===== src/rtl/req_dispatch_ctrl.sv =====
// Dispatches buffered CPU requests to the AES/SHA engines, runs a per-engine
// IDLE/ISSUE/BUSY/CPL lifecycle and round-robin arbitrates the completion handshake.
module req_dispatch_ctrl #(
    parameter int ADDR_W            = 10,
    parameter int ADDR_W_ENCODING_W = 3,
    parameter int CPU_OPCODE_W      = 2
) (
    input  logic                         clk,
    input  logic                         rst_n,
    input  logic                         req_valid,
    output logic                         req_ready,
    input  logic [ADDR_W-1:0]            req_text_addr,
    input  logic [ADDR_W_ENCODING_W-1:0] req_text_width,
    input  logic [ADDR_W-1:0]            req_key_addr,
    input  logic [CPU_OPCODE_W-1:0]      req_opcode,
    output logic                         aes_start,
    output logic [ADDR_W-1:0]            aes_text_addr,
    output logic [ADDR_W-1:0]            aes_key_addr,
    output logic [ADDR_W_ENCODING_W-1:0] aes_text_width,
    output logic                         aes_decrypt,
    input  logic                         aes_done,
    output logic                         sha_start,
    output logic [ADDR_W-1:0]            sha_text_addr,
    output logic [ADDR_W_ENCODING_W-1:0] sha_text_width,
    output logic                         sha_dec,
    input  logic                         sha_done,
    output logic                         free_aes,
    output logic                         free_sha,
    output logic                         cpl_valid,
    input  logic                         cpl_ready,
    output logic                         cpl_engine,
    output logic [CPU_OPCODE_W-1:0]      cpl_opcode,
    output logic                         err_sticky
);
    localparam logic [CPU_OPCODE_W-1:0] AES_DEC = CPU_OPCODE_W'(1);
    localparam logic [CPU_OPCODE_W-1:0] SHA_DEC = CPU_OPCODE_W'(3);

    localparam logic [1:0] ST_IDLE  = 2'd0;
    localparam logic [1:0] ST_ISSUE = 2'd1;
    localparam logic [1:0] ST_BUSY  = 2'd2;
    localparam logic [1:0] ST_CPL   = 2'd3;

    logic              req_tgt;
    logic              accept;
    logic [1:0]        done_vec;
    logic [1:0]        idle_vec;
    logic [1:0]        cpl_vec;
    logic [1:0]        err_vec;
    logic              arb_sel;
    logic              cpl_sel;
    logic              handshake;
    logic              rr_q;
    logic              hold_q;
    logic              hold_sel_q;
    logic              err_q;
    logic [ADDR_W-1:0] key_addr_q;

    assign req_tgt   = req_opcode[1];
    assign req_ready = idle_vec[req_tgt];
    assign accept    = req_valid && req_ready;
    assign done_vec  = {sha_done, aes_done};

    // Engine index 0 is AES, 1 is SHA.
    for (genvar gi = 0; gi < 2; gi++) begin : g_eng
        localparam logic ENG = (gi == 1);

        logic [1:0]                   state_q;
        logic [1:0]                   state_d;
        logic [ADDR_W-1:0]            text_addr_q;
        logic [ADDR_W_ENCODING_W-1:0] text_width_q;
        logic [CPU_OPCODE_W-1:0]      opcode_q;
        logic                         take;

        assign take         = accept && (req_tgt == ENG);
        assign idle_vec[gi] = (state_q == ST_IDLE);
        assign cpl_vec[gi]  = (state_q == ST_CPL);
        // A done outside BUSY is flagged and otherwise has no effect.
        assign err_vec[gi]  = done_vec[gi] && (state_q != ST_BUSY);

        always_comb begin
            state_d = state_q;
            case (state_q)
                ST_IDLE:  if (take) state_d = ST_ISSUE;
                ST_ISSUE: state_d = ST_BUSY;
                ST_BUSY:  if (done_vec[gi]) state_d = ST_CPL;
                ST_CPL:   if (handshake && (cpl_sel == ENG)) state_d = ST_IDLE;
                default:  state_d = ST_IDLE;
            endcase
        end

        always_ff @(posedge clk) begin
            if (!rst_n) begin
                state_q      <= ST_IDLE;
                text_addr_q  <= '0;
                text_width_q <= '0;
                opcode_q     <= '0;
            end else begin
                state_q <= state_d;
                if (take) begin
                    text_addr_q  <= req_text_addr;
                    text_width_q <= req_text_width;
                    opcode_q     <= req_opcode;
                end
            end
        end
    end

    // Once a completion is shown without being taken, the selection is frozen
    // so a late arrival on the other engine cannot swap what the CPU sees.
    assign arb_sel   = (cpl_vec[0] && cpl_vec[1]) ? rr_q : cpl_vec[1];
    assign cpl_sel   = hold_q ? hold_sel_q : arb_sel;
    assign cpl_valid = |cpl_vec;
    assign handshake = cpl_valid && cpl_ready;

    always_ff @(posedge clk) begin
        if (!rst_n) begin
            rr_q       <= 1'b0;
            hold_q     <= 1'b0;
            hold_sel_q <= 1'b0;
            err_q      <= 1'b0;
            key_addr_q <= '0;
        end else begin
            if (handshake) rr_q <= ~rr_q;
            hold_q     <= cpl_valid && !cpl_ready;
            hold_sel_q <= cpl_sel;
            err_q      <= err_q | (|err_vec);
            if (accept && !req_tgt) key_addr_q <= req_key_addr;
        end
    end

    assign aes_start      = (g_eng[0].state_q == ST_ISSUE);
    assign aes_text_addr  = g_eng[0].text_addr_q;
    assign aes_text_width = g_eng[0].text_width_q;
    assign aes_key_addr   = key_addr_q;
    assign aes_decrypt    = (g_eng[0].opcode_q == AES_DEC);

    assign sha_start      = (g_eng[1].state_q == ST_ISSUE);
    assign sha_text_addr  = g_eng[1].text_addr_q;
    assign sha_text_width = g_eng[1].text_width_q;
    assign sha_dec        = (g_eng[1].opcode_q == SHA_DEC);

    assign free_aes   = idle_vec[0];
    assign free_sha   = idle_vec[1];
    assign cpl_engine = cpl_sel;
    assign cpl_opcode = cpl_sel ? g_eng[1].opcode_q : g_eng[0].opcode_q;
    assign err_sticky = err_q;
endmodule


===== config.mk =====
export PLATFORM = sky130hd
export DESIGN_NAME = req_dispatch_ctrl
export DESIGN_NICKNAME = d
export VERILOG_FILES = /design/src/rtl/req_dispatch_ctrl.sv
export SDC_FILE = /design/constraint.sdc
export NUM_CORES = 1
export LEC_CHECK = 0
export ABC_AREA = 0
export BUFFER_PORTS_ARGS = -buffer_cell sky130_fd_sc_hd__buf_4
export CAP_MARGIN = 20
export CORE_AREA = 10 10 101 103
export DETAILED_ROUTE_END_ITERATION = 8
export DIE_AREA = 0 0 111 113
export PLACE_DENSITY = 0.54
export SETUP_SLACK_MARGIN = 0.15
export SYNTH_ARGS = -nofsm -noshare
export SYNTH_HDL_FRONTEND = slang
export SYNTH_SLANG_ARGS = --single-unit
export TNS_END_PERCENT = 10

===== constraint.sdc =====
create_clock -name clk -period 2.1 [get_ports clk]
set_input_delay 0.21 -clock clk [delete_from_list [all_inputs] [get_ports clk]]
set_output_delay 0.21 -clock clk [all_outputs]
set_load 0.02 [all_outputs]

==> out/metrics.csv <==
stage;metric;value;unit
synthesis;yosysSeqAreaShare;48.5;%
synthesis;ys_warn_count;0;
timing;clock.fmax;0.496;GHz
routing;drc;0;
pwr;p_total;2.75;mW
placement;place_ws;260;ps
min_path;hold_path.class;in2reg;
grt;grt_pass1_wl;9850;um
synthesis;ys_ff_latch;48;
timing;setup-violations-final;0;
clocking;cts-root-buf;clkbuf_8;
floorplan;io_pins;79;
synthesis;synth_edf_count;0;
clocking;cts_tree;done;
synthesis;synth_top_flop_cell;dfxtp_1;
timing;tns;0;ps
worst_setup_path;path_class;reg2out;
run;cap_viol_max_count;0;
timing;finClkSkew;4.87;ps
clocking;clock_latency;290;ps
clocking;cts.clk_slew.worst_paths;90;ps
floorplan;rows;33;
timing;timing.final.ws_setup;85.3;ps
cells_and_area;nFillCells;849;
timing;hold_violations;0;
routing;drtPass1Iterations;4;
pwr;peakVddDrop;0.347;mV
routing;drt_iter0_markers;47;
synthesis;synth_xor_xnor_area_share;0.442;%
routing;dr_wl_met2;2970;um
grt;grt_max_degree;26;
routing;via_count;1909;
placement;place_area;2700;um^2
synthesis;avgSynthCellArea;8.22;um^2
status;status;finished, final reports clean;
placement;dp_hpwl;4540;um
synthesis;synth-adder-area-share;6.31;%
synthesis;syn-num-nets;282;
floorplan;dieArea;12500;um^2
cells_and_area;nets;363;
cells_and_area;drive_gt1_share;32.8;%
pwr;leakagePower;1.25;nW
synthesis;ys_async_sr_fraction;0;%
floorplan;initial_core_util;24.4;%
synthesis;synth_top_family_by_area;simple AND/OR/NAND/NOR gates;
timing;relSlewSlack;52.0;%
routing;drtAntennaViolNets;0;
pwr;power-per-cell-area;959;nW/um^2
routing;drt_wl_total;6080;um
clocking;hold_buffers;0;
floorplan;core;8130;um^2
timing;worst_pin_slew;715;ps
cells_and_area;synthToLayoutAreaGrowth;44.6;%
routing;wl_met3;479;um
worst_setup_path;crit_fanout;3;
routing;top_layer_used;met4;
timing;rsz0062_at_grt;true;
worst_setup_path;arrival;1800;ps
clocking;clockBufferDepth;2;
timing;finalCriticalPeriod;2010;ps
grt;grt_pass1_vias;1926;
grt;antenna_found_initial;0;
routing;wl_per_cell;14.2;um
worst_setup_path;startpoint_type;register;
cells_and_area;antennaDiodeCount;0;
synthesis;netlist_area;1980;um^2
routing;drt-met1-wl;2580;um
grt;grt_overflow;0;
synthesis;synth_mux_area_share;2.71;%
clocking;cts_buffers;5;
routing;vias_per_cell;4.46;
floorplan;die_width;111;um
timing;drv_slew;0;
clocking;cts_sinks;48;
synthesis;synth.area.top_cells;dfxtp_1 (48%), nand2_1 (16%), a21oi_1 (10%);
synthesis;synth-simple-area-share;23.1;%
synthesis;synth_top_area_cell;dfxtp_1;
synthesis;synth_top_area_share;48.5;%
synthesis;synth_compound_area_share;14.8;%
placement;gp_congestion;0.746;
placement;io_buffers;78;
cells_and_area;stdcell_area;2870;um^2
synthesis;synthCells;241;
worst_setup_path;required;1890;ps
clocking;htree_levels;2;
worst_setup_path;worstSetupEndpointType;primary output;
floorplan;die_height;113;um
grt;grt_usage;9.37;%
timing;layout_worst_path_cycle_share;95.9;%
synthesis;synth_cell_types;35;
-- synth_stat cells (all sizes together) (2+ instances only) --
cell type,n
mux2i,2
o21ai,3
nor3,2
nor2b,3
a21oi,40
ha,10
clkbuf,9
nand2,82
and3,3
mux2,3
dfxtp,48
nor2,4
buf,3
inv,8
-- layout make-up --
class | instances | area [um^2] | area share [%]
clock buffers | 8 | 90.1 | 3.14
inverters | 9 | 33.8 | 1.18
multi-input cells | 172 | 977 | 34.1
flip-flops and latches | 48 | 968 | 33.8
well taps | 105 | 131 | 4.58
repair buffers | 86 | 666 | 23.2
-- critical path: stages, from the launching register on --
cell and delay [ps]:
dfxtp_4 360, ha_4 150, and2b_2 190, o31ai_2 210, buf_4 170, mux2_4 300
buf_6 130
-- path summary, 6_finish.rpt --
check | from | end | slack (ps) | cells after the start
setup / recovery | g_eng[0].state_q[1]$_SDFFE_PN0P_ | cpl_opcode[0] | 90 | 6
hold / removal | req_key_addr[5] | aes_key_addr[5]$_SDFFE_PN0P_ | 160 | 3
setup reg to reg | g_eng[0].state_q[0]$_SDFFE_PN0P_ | g_eng[0].state_q[0]$_SDFFE_PN0P_ | 250 | 8
hold reg to reg | aes_key_addr[5]$_SDFFE_PN0P_ | aes_key_addr[5]$_SDFFE_PN0P_ | 460 | 2
-- what timing repair did --
| item | 4_1_cts | 5_1_grt |
|---|---|---|
| pin swaps | 2 | 0 |
| buffers inserted | 3 | 0 |
| setup endpoints to repair | 2 | 28 |
| gates resized for setup | 14 | 1 |
-- report_power, final --
part	total [mW]	switching (mW)	leakage [nW]	internal, mW
Sequential	1.13	0.0891	0.393	1.04
Combinational	1.05	0.598	0.808	0.453
Clock	0.570	0.301	0.0455	0.269
Total	2.75	0.988	1.25	1.76
-- flip-flops by register name, summed over array words and instances, names as in the netlist --
| name | flops |
|---|---|
| aes_key_addr | 10 |
| aes_text_addr | 10 |
| aes_text_width | 3 |
| err_sticky | 1 |
| g_eng.opcode_q | 4 |
| g_eng.state_q | 4 |
| hold_q | 1 |
| hold_sel_q | 1 |
| rr_q | 1 |
| sha_text_addr | 10 |
| sha_text_width | 3 |
-- logic make-up (layout without fill, tap and decap cells) --
kind of cell,after synthesis,in the layout
buf+inv,21,103
flops,48,48
fa+ha+maj,10,10
compound gates,52,52
xor+xnor,1,1
mux,5,5
simple gates,104,104
-- cell usage in the layout, fill, tap and decap left out, types with 2 or more instances in the layout --
cell      synthesis  final
and3_1            3      3
mux2_4            0      2
nor2_1            4      4
clkbuf_1          9      2
o21ai_0           3      3
nor2b_1           3      3
buf_4             0     83
nor3_1            2      2
nand2_1          82     82
ha_1             10      8
dfxtp_2           0      3
a21oi_1          40     40
dfxtp_1          48     44
mux2i_1           2      2
ha_4              0      2
buf_6             0      2
inv_1             8      8
clkbuf_8          0      6
-- layer usage --
layer / vias up / GRT usage, %
li1: 953 / -
met1: 892 / 10.6
met2: 58 / 16.0
met3: 6 / 3.86
met4: 0 / 2.17
met5: - / 0
-- stage by stage --
step,instances,hold WS (ps),util [%]
2_1_floorplan,241,341,-
3_3_place_gp,417,443,33.2
3_5_place_dp,417,447,33.2
4_1_cts,428,144,35.2
5_1_grt,428,143,35.2
6_report,428,159,35.2
Note: power is estimated with default switching activity, not from simulation.
